<file path="config.mk">
export PLATFORM = sky130hd
export DESIGN_NAME = cpu_control_unit_flat
export DESIGN_NICKNAME = d
export VERILOG_FILES = /design/src/rtl/cpu_control_unit_if.sv /design/src/rtl/cpu_control_unit.sv /design/src/flat_wrapper.sv
export SDC_FILE = /design/constraint.sdc
export NUM_CORES = 1
export LEC_CHECK = 0
export BUFFER_PORTS_ARGS = -buffer_cell sky130_fd_sc_hd__buf_2
export CAP_MARGIN = 20
export CORE_ASPECT_RATIO = 1.2
export CORE_UTILIZATION = 39
export CTS_CLUSTER_DIAMETER = 200
export DETAILED_ROUTE_END_ITERATION = 8
export PLACE_DENSITY = 0.75
export SYNTH_ARGS = -nofsm -noshare
export SYNTH_HDL_FRONTEND = slang
export SYNTH_SLANG_ARGS = --single-unit
</file>
<file path="constraint.sdc">
create_clock -name clk -period 1.7 [get_ports clk]
set_clock_uncertainty 0.05 [all_clocks]
set_input_delay 0.17 -clock clk [delete_from_list [all_inputs] [get_ports clk]]
set_output_delay 0.17 -clock clk [all_outputs]
set_load 0.1 [all_outputs]
</file>
<file path="src/rtl/cpu_control_unit_if.sv">
// Bus bundle between the CPU control unit and its surroundings: run request,
// instruction ROM, register file, ALU, data memory and the status outputs.
// The control unit connects through the master modport; the instruction ROM,
// register file, ALU and data memory connect through the slave modport.
interface cpu_control_unit_if #(
    parameter int PC_W   = 4,
    parameter int DATA_W = 8
);
    logic              run;

    logic [PC_W-1:0]   imem_addr;
    logic [15:0]       imem_data;

    logic [1:0]        rf_raddr_a;
    logic [1:0]        rf_raddr_b;
    logic [DATA_W-1:0] rf_rdata_a;
    logic              rf_we;
    logic [1:0]        rf_waddr;
    logic [DATA_W-1:0] rf_wdata;

    logic              alu_op;
    logic [DATA_W-1:0] alu_result;

    logic              dmem_cs;
    logic              dmem_we;
    logic [PC_W-1:0]   dmem_addr;
    logic [DATA_W-1:0] dmem_wdata;
    logic [DATA_W-1:0] dmem_rdata;
    logic              dmem_ready;

    logic [PC_W-1:0]   pc;
    logic              busy;
    logic              halted;
    logic              illegal_op;

    modport master (
        input  run, imem_data, rf_rdata_a, alu_result, dmem_rdata, dmem_ready,
        output imem_addr, rf_raddr_a, rf_raddr_b, rf_we, rf_waddr, rf_wdata,
               alu_op, dmem_cs, dmem_we, dmem_addr, dmem_wdata,
               pc, busy, halted, illegal_op
    );

    modport slave (
        output run, imem_data, rf_rdata_a, alu_result, dmem_rdata, dmem_ready,
        input  imem_addr, rf_raddr_a, rf_raddr_b, rf_we, rf_waddr, rf_wdata,
               alu_op, dmem_cs, dmem_we, dmem_addr, dmem_wdata,
               pc, busy, halted, illegal_op
    );
endinterface

</file>
<file path="src/rtl/cpu_control_unit.sv">
// Multi-cycle control unit for a tiny 4-register accumulator-style CPU.
// Each instruction walks FETCH -> DECODE -> EXEC (and MEM for loads/stores).
// The instruction ROM is synchronous, so the word addressed in FETCH is
// captured into ir during DECODE. Strobes are decoded from the registered
// state and instruction and are masked while reset is asserted.
module cpu_control_unit #(
    parameter int PC_W   = 4,
    parameter int DATA_W = 8
) (
    input  logic               clk,
    input  logic               reset,
    cpu_control_unit_if.master bus
);

    typedef enum logic [2:0] {
        S_IDLE,
        S_FETCH,
        S_DECODE,
        S_EXEC,
        S_MEM,
        S_HALT
    } state_t;

    localparam logic [3:0] OP_NOP  = 4'h0;
    localparam logic [3:0] OP_LDI  = 4'h1;
    localparam logic [3:0] OP_ADD  = 4'h2;
    localparam logic [3:0] OP_SUB  = 4'h3;
    localparam logic [3:0] OP_LD   = 4'h4;
    localparam logic [3:0] OP_ST   = 4'h5;
    localparam logic [3:0] OP_JMP  = 4'h6;
    localparam logic [3:0] OP_HALT = 4'h7;

    state_t            state;
    logic [PC_W-1:0]   pc;
    logic [15:0]       ir;
    logic              illegal_q;
    logic              halted_q;
    logic              busy_q;

    logic [3:0]        op;
    logic [1:0]        rd;
    logic [1:0]        rs;
    logic [DATA_W-1:0] imm_ext;
    logic [PC_W-1:0]   addr;

    logic              rf_we_c;
    logic [DATA_W-1:0] rf_wdata_c;
    logic              dmem_cs_c;
    logic              dmem_we_c;

    assign op      = ir[15:12];
    assign rd      = ir[11:10];
    assign rs      = ir[9:8];
    assign imm_ext = DATA_W'(ir[7:0]);
    assign addr    = ir[PC_W-1:0];

    // Sequencer: state, program counter, instruction register and status flags.
    always_ff @(posedge clk) begin
        if (reset) begin
            state     <= S_IDLE;
            pc        <= '0;
            ir        <= '0;
            illegal_q <= 1'b0;
            halted_q  <= 1'b0;
            busy_q    <= 1'b0;
        end else begin
            case (state)
                S_IDLE: begin
                    pc <= '0;
                    if (bus.run) begin
                        state  <= S_FETCH;
                        busy_q <= 1'b1;
                    end
                end
                S_FETCH: begin
                    state <= S_DECODE;
                end
                S_DECODE: begin
                    ir    <= bus.imem_data;
                    pc    <= pc + PC_W'(1);
                    state <= S_EXEC;
                end
                S_EXEC: begin
                    case (op)
                        OP_NOP, OP_LDI, OP_ADD, OP_SUB: begin
                            state <= S_FETCH;
                        end
                        OP_LD, OP_ST: begin
                            state <= S_MEM;
                        end
                        OP_JMP: begin
                            pc    <= addr;
                            state <= S_FETCH;
                        end
                        OP_HALT: begin
                            state    <= S_HALT;
                            halted_q <= 1'b1;
                            busy_q   <= 1'b0;
                        end
                        default: begin
                            illegal_q <= 1'b1;
                            state     <= S_FETCH;
                        end
                    endcase
                end
                S_MEM: begin
                    if (bus.dmem_ready) begin
                        state <= S_FETCH;
                    end
                end
                S_HALT: begin
                    state <= S_HALT;
                end
                default: begin
                    state  <= S_IDLE;
                    busy_q <= 1'b0;
                end
            endcase
        end
    end

    // Strobe and write-data decode; reset masks every strobe regardless of state.
    always_comb begin
        rf_we_c    = 1'b0;
        rf_wdata_c = bus.alu_result;
        dmem_cs_c  = 1'b0;
        dmem_we_c  = 1'b0;
        case (state)
            S_EXEC: begin
                if (op == OP_LDI) begin
                    rf_we_c    = 1'b1;
                    rf_wdata_c = imm_ext;
                end else if (op == OP_ADD || op == OP_SUB) begin
                    rf_we_c = 1'b1;
                end
            end
            S_MEM: begin
                dmem_cs_c = 1'b1;
                dmem_we_c = (op == OP_ST);
                if (op == OP_LD && bus.dmem_ready) begin
                    rf_we_c    = 1'b1;
                    rf_wdata_c = bus.dmem_rdata;
                end
            end
            default: begin
                rf_we_c = 1'b0;
            end
        endcase
        if (reset) begin
            rf_we_c   = 1'b0;
            dmem_cs_c = 1'b0;
            dmem_we_c = 1'b0;
        end
    end

    assign bus.imem_addr  = pc;
    assign bus.rf_raddr_a = rd;
    assign bus.rf_raddr_b = rs;
    assign bus.rf_we      = rf_we_c;
    assign bus.rf_waddr   = rd;
    assign bus.rf_wdata   = rf_wdata_c;
    assign bus.alu_op     = (op == OP_SUB);
    assign bus.dmem_cs    = dmem_cs_c;
    assign bus.dmem_we    = dmem_we_c;
    assign bus.dmem_addr  = addr;
    assign bus.dmem_wdata = bus.rf_rdata_a;
    assign bus.pc         = pc;
    assign bus.busy       = busy_q;
    assign bus.halted     = halted_q;
    assign bus.illegal_op = illegal_q;

endmodule

</file>
<file path="src/flat_wrapper.sv">
// flat-port wrapper written by rule: the top's interface ports become plain ports
module cpu_control_unit_flat 
#(
    parameter int PC_W   = 4,
    parameter int DATA_W = 8
)
  (clk, reset, bus_run, bus_imem_data, bus_rf_rdata_a, bus_alu_result, bus_dmem_rdata, bus_dmem_ready, bus_imem_addr, bus_rf_raddr_a, bus_rf_raddr_b, bus_rf_we, bus_rf_waddr, bus_rf_wdata, bus_alu_op, bus_dmem_cs, bus_dmem_we, bus_dmem_addr, bus_dmem_wdata, bus_pc, bus_busy, bus_halted, bus_illegal_op);
  cpu_control_unit_if #(.PC_W(PC_W), .DATA_W(DATA_W)) bus_i ();
  input  logic clk;
  input  logic reset;
  input wire logic [$bits(bus_i.run)-1:0] bus_run;
  input wire logic [$bits(bus_i.imem_data)-1:0] bus_imem_data;
  input wire logic [$bits(bus_i.rf_rdata_a)-1:0] bus_rf_rdata_a;
  input wire logic [$bits(bus_i.alu_result)-1:0] bus_alu_result;
  input wire logic [$bits(bus_i.dmem_rdata)-1:0] bus_dmem_rdata;
  input wire logic [$bits(bus_i.dmem_ready)-1:0] bus_dmem_ready;
  output wire logic [$bits(bus_i.imem_addr)-1:0] bus_imem_addr;
  output wire logic [$bits(bus_i.rf_raddr_a)-1:0] bus_rf_raddr_a;
  output wire logic [$bits(bus_i.rf_raddr_b)-1:0] bus_rf_raddr_b;
  output wire logic [$bits(bus_i.rf_we)-1:0] bus_rf_we;
  output wire logic [$bits(bus_i.rf_waddr)-1:0] bus_rf_waddr;
  output wire logic [$bits(bus_i.rf_wdata)-1:0] bus_rf_wdata;
  output wire logic [$bits(bus_i.alu_op)-1:0] bus_alu_op;
  output wire logic [$bits(bus_i.dmem_cs)-1:0] bus_dmem_cs;
  output wire logic [$bits(bus_i.dmem_we)-1:0] bus_dmem_we;
  output wire logic [$bits(bus_i.dmem_addr)-1:0] bus_dmem_addr;
  output wire logic [$bits(bus_i.dmem_wdata)-1:0] bus_dmem_wdata;
  output wire logic [$bits(bus_i.pc)-1:0] bus_pc;
  output wire logic [$bits(bus_i.busy)-1:0] bus_busy;
  output wire logic [$bits(bus_i.halted)-1:0] bus_halted;
  output wire logic [$bits(bus_i.illegal_op)-1:0] bus_illegal_op;
  assign bus_i.run = bus_run;
  assign bus_i.imem_data = bus_imem_data;
  assign bus_i.rf_rdata_a = bus_rf_rdata_a;
  assign bus_i.alu_result = bus_alu_result;
  assign bus_i.dmem_rdata = bus_dmem_rdata;
  assign bus_i.dmem_ready = bus_dmem_ready;
  assign bus_imem_addr = bus_i.imem_addr;
  assign bus_rf_raddr_a = bus_i.rf_raddr_a;
  assign bus_rf_raddr_b = bus_i.rf_raddr_b;
  assign bus_rf_we = bus_i.rf_we;
  assign bus_rf_waddr = bus_i.rf_waddr;
  assign bus_rf_wdata = bus_i.rf_wdata;
  assign bus_alu_op = bus_i.alu_op;
  assign bus_dmem_cs = bus_i.dmem_cs;
  assign bus_dmem_we = bus_i.dmem_we;
  assign bus_dmem_addr = bus_i.dmem_addr;
  assign bus_dmem_wdata = bus_i.dmem_wdata;
  assign bus_pc = bus_i.pc;
  assign bus_busy = bus_i.busy;
  assign bus_halted = bus_i.halted;
  assign bus_illegal_op = bus_i.illegal_op;
  cpu_control_unit #(.PC_W(PC_W), .DATA_W(DATA_W)) u_core (.clk(clk), .reset(reset), .bus(bus_i));
endmodule
</file>
==> qor.tcl <==
set qor(grt_max_degree) 28
set qor(grt_pass1_wl_um) 6403
set qor(post_synth.cell_area_avg_um2) 7.958
set qor(core_region_area_mm2) 0.003633
set qor(final_non_filler_cells) 305
set qor(summed_instance_area_of_the_synthesized_netlist_mm2) 0.001480
set qor(nNetsFinal) 300
set qor(failed_checks) {negative setup slack}
set qor(cell_with_the_most_instances_after_synthesis) {sky130_fd_sc_hd__nand2_1}
set qor(cp.required_ns) 1.48
set qor(timing.hold.ws_ns) 0.07769
set qor(first_pass_iters) 4
set qor(clock_tree.root_cell) {sky130_fd_sc_hd__clkbuf_8}
set qor(synth_fp_nets) 231
set qor(synth_unique_cells) 39
set qor(die_h_um) 69.49
set qor(async_flop_share_pct) 0
set qor(criticalPathCategory) {flop to output pin}
set qor(met3_wirelength_um) 227
set qor(port_buffers) 68
set qor(synth_sequential_area_ratio_pct) 35.16
set qor(p_comb_share_pct) 46.1
set qor(ant_nets) 0
set qor(internal_power_w) 0.001115
set qor(setup_slack_ns) -0.3372
set qor(grt_pass1_vias) 1520
set qor(tritoncts) {yes}
set qor(layout_worst_path_cycle_share_pct) 119.8
set qor(post-route-min-period_ns) 2.037
set qor(cts.hold.buffers_added) 0
set qor(postLayoutCoreUtil_pct) 64.50
set qor(initial_standard_cell_utilization_of_the_core_pct) 40.74
set qor(clkSlewWorstSetupHoldPaths_ns) 0.09
set qor(status) {finished, violations left}
set qor(post_dp_cell_area_mm2) 0.002137
set qor(detailedRoute.firstIterationViolations) 28
set qor(synth.top_cells.by_count) {sky130_fd_sc_hd__nand2_1, sky130_fd_sc_hd__dfxtp_1, sky130_fd_sc_hd__a21oi_1}
set qor(i_o_pin_total) 85
set qor(routability_congestion_estimate) 0.8475
set qor(yosys.area.top_type) {sky130_fd_sc_hd__dfxtp_1}
set qor(slew_headroom_pct) 67.64
set qor(share_seq_of_total_power_pct) 36.2
set qor(antenna_cells) 0
set qor(clkPwrFrac_pct) 17.8
set qor(ir_drop_uv) 431.1
set qor(met2_wirelength_um) 2118
set qor(syn-instance-count) 186
set qor(synth_edf_count) 0
set qor(final-setup-viol-count) 13
set qor(ys_ff_latch) 26
set qor(ys_dominant_reg_cell) {sky130_fd_sc_hd__dfxtp_1}
set qor(drt_wl_total_um) 3858
set qor(clock_sinks) 26
set qor(crit_path_end_kind) {output pin}
set qor(finish.instance_area_mm2) 0.002344
set qor(drive_above_1_share_pct) 52.17
set qor(wl_per_cell_um) 12.65
set qor(ys_top_cells_by_area) {sky130_fd_sc_hd__dfxtp_1, sky130_fd_sc_hd__buf_4, sky130_fd_sc_hd__nand2_1, sky130_fd_sc_hd__a21oi_1, sky130_fd_sc_hd__a22o_1}
set qor(ctsHtreeMaxLevel) 1
set qor(timing_max_transition_violations_final) 0
set qor(die_w_um) 58.24
set qor(highest_layer) {met4}
set qor(clk-insertion-delay-late_ns) 0.27
set qor(cts-buffers-inserted) 3
set qor(rsz_0062_raised_after_global_routing) {true}
set qor(drt-vias-per-instance) 4.967
set qor(detailed_place_hpwl_um) 2869
set qor(final_report_hold_violation_count) 0
set qor(cap_violations) 0
set qor(worst-endpoint-arrival_ns) 1.82
set qor(worstSetupStartpointType) {flop}
set qor(worst-slew-pin-transition_ns) 0.4888
set qor(netSwitchingFraction_pct) 43.16
set qor(grt_resource_usage_total_pct) 19.83
set qor(grt.overflow.total) 0
set qor(power_leakage_nw) 1.058
set qor(worst-path-max-fanout) 10
set qor(clock.fmax_mhz) 490.9
set qor(total_power_w) 0.001961
set qor(antenna_found_initial) 0
set qor(synthesis_to_finish_area_growth_pct) 58.33
set qor(p_per_area_mw_per_mm2) 837.0
set qor(vias) 1515
set qor(clk_path_buf_depth) 2
set qor(post-route-drc-count) 0
set qor(netlist.area_leader.share_pct) 35.16
set qor(fp.dieArea_mm2) 0.004047
set qor(worst_hold_path_type) {input port to flop}
set qor(number_of_placement_rows) 24
set qor(detail_route.wirelength.met1_um) 1454
set qor(netSwitchingPower_w) 0.0008465
set qor(place_inst) 293
set qor(synth.yosys.warnings) 0
metal layers:
layer	vias to the layer above	GRT usage, %
met2	51	36.40
li1	751	-
met3	6	3.731
met1	707	21.65
met5	-	0
met4	0	7.937
state kept, by name (all words and copies together), names as in the netlist:
signal	cells
u_core.ir	16
u_core.bus.imem_addr	4
u_core.state	3
u_core.bus.busy	1
u_core.bus.halted	1
u_core.bus.illegal_op	1
cell type report:
type / count / area (µm²)
Inverter: 6 / 22.52
Sequential cell: 26 / 528.0
Tap cell: 52 / 65.06
Multi-Input combinational cell: 121 / 889.6
Clock buffer: 3 / 41.29
Timing Repair Buffer: 97 / 797.0
Fill cell: 307 / 1290
power groups by stage:
stage	registers [W]	logic, W	clock network (W)
2_1_floorplan	0.000804	0.000667	0
3_3_place_gp	0.000719	0.000847	0
3_5_place_dp	0.000723	0.000857	0
4_1_cts	0.000709	0.000882	0.000348
5_1_grt	0.000716	0.000952	0.000374
6_report	0.000710	0.000904	0.000348
kinds of logic after synthesis:
kind of cell / Yosys count / share of synthesized area [%]
flops: 26 / 35.16
simple gates: 65 / 23.67
mux: 1 / 0.6763
buf+inv: 39 / 15.72
xor+xnor: 2 / 1.184
compound gates: 52 / 22.74
fa+ha+maj: 1 / 0.8452
cell usage in the layout (no fill, tap or decap), drive strengths merged, types with 2 or more instances in the layout:
| cell type | count |
|---|---|
| buf | 97 |
| nand2 | 34 |
| dfxtp | 26 |
| a21oi | 25 |
| a22o | 8 |
| a21o | 8 |
| nor2 | 8 |
| inv | 6 |
| nor3 | 4 |
| clkbuf | 3 |
| nor3b | 3 |
| o21ai | 3 |
| or3b | 2 |
| a211oi | 2 |
| a221oi | 2 |
| nor2b | 2 |
| xnor2 | 2 |
| nand2b | 2 |
through the flow:
stage / worst slack [ns] / setup TNS, ns
floorplan: -0.9154 / -2.658
global placement: -0.03400 / -0.2294
detailed placement: -0.06470 / -0.4631
CTS: -0.3353 / -3.220
global route: -0.4103 / -4.736
finish: -0.3372 / -3.211
timing repair:
item / 4_1_cts / 5_1_grt
setup buffers: 4 / 6
resized for setup: 10 / 12
setup endpoints to repair: 11 / 17
endpoints found under the hold margin: 0 / 0
pin swaps: 2 / 6
critical path, cell delays in order (launching register included):
cell	delay (ns)
sky130_fd_sc_hd__dfxtp_1	0.32
sky130_fd_sc_hd__or3b_4	0.42
sky130_fd_sc_hd__nor4_4	0.15
sky130_fd_sc_hd__buf_6	0.18
sky130_fd_sc_hd__nor2_4	0.08
sky130_fd_sc_hd__a21o_4	0.22
sky130_fd_sc_hd__buf_12	0.16
worst paths after layout:
check | start | to | slack [ns] | cells after the start
worst max-delay path | u_core.ir[13]$_SDFFE_PP0P_ | bus_rf_wdata[0] | -0.34 | 6
worst min-delay path | bus_imem_data[14] | u_core.ir[14]$_SDFFE_PP0P_ | 0.08 | 3
worst max register to register | u_core.state[2]$_SDFFE_PP0P_ | u_core.bus.imem_addr[2]$_SDFFE_PP0P_ | -0.06 | 7
worst min register to register | u_core.ir[8]$_SDFFE_PP0P_ | u_core.ir[8]$_SDFFE_PP0P_ | 0.41 | 2
Note: power is estimated with default switching activity, not from simulation.
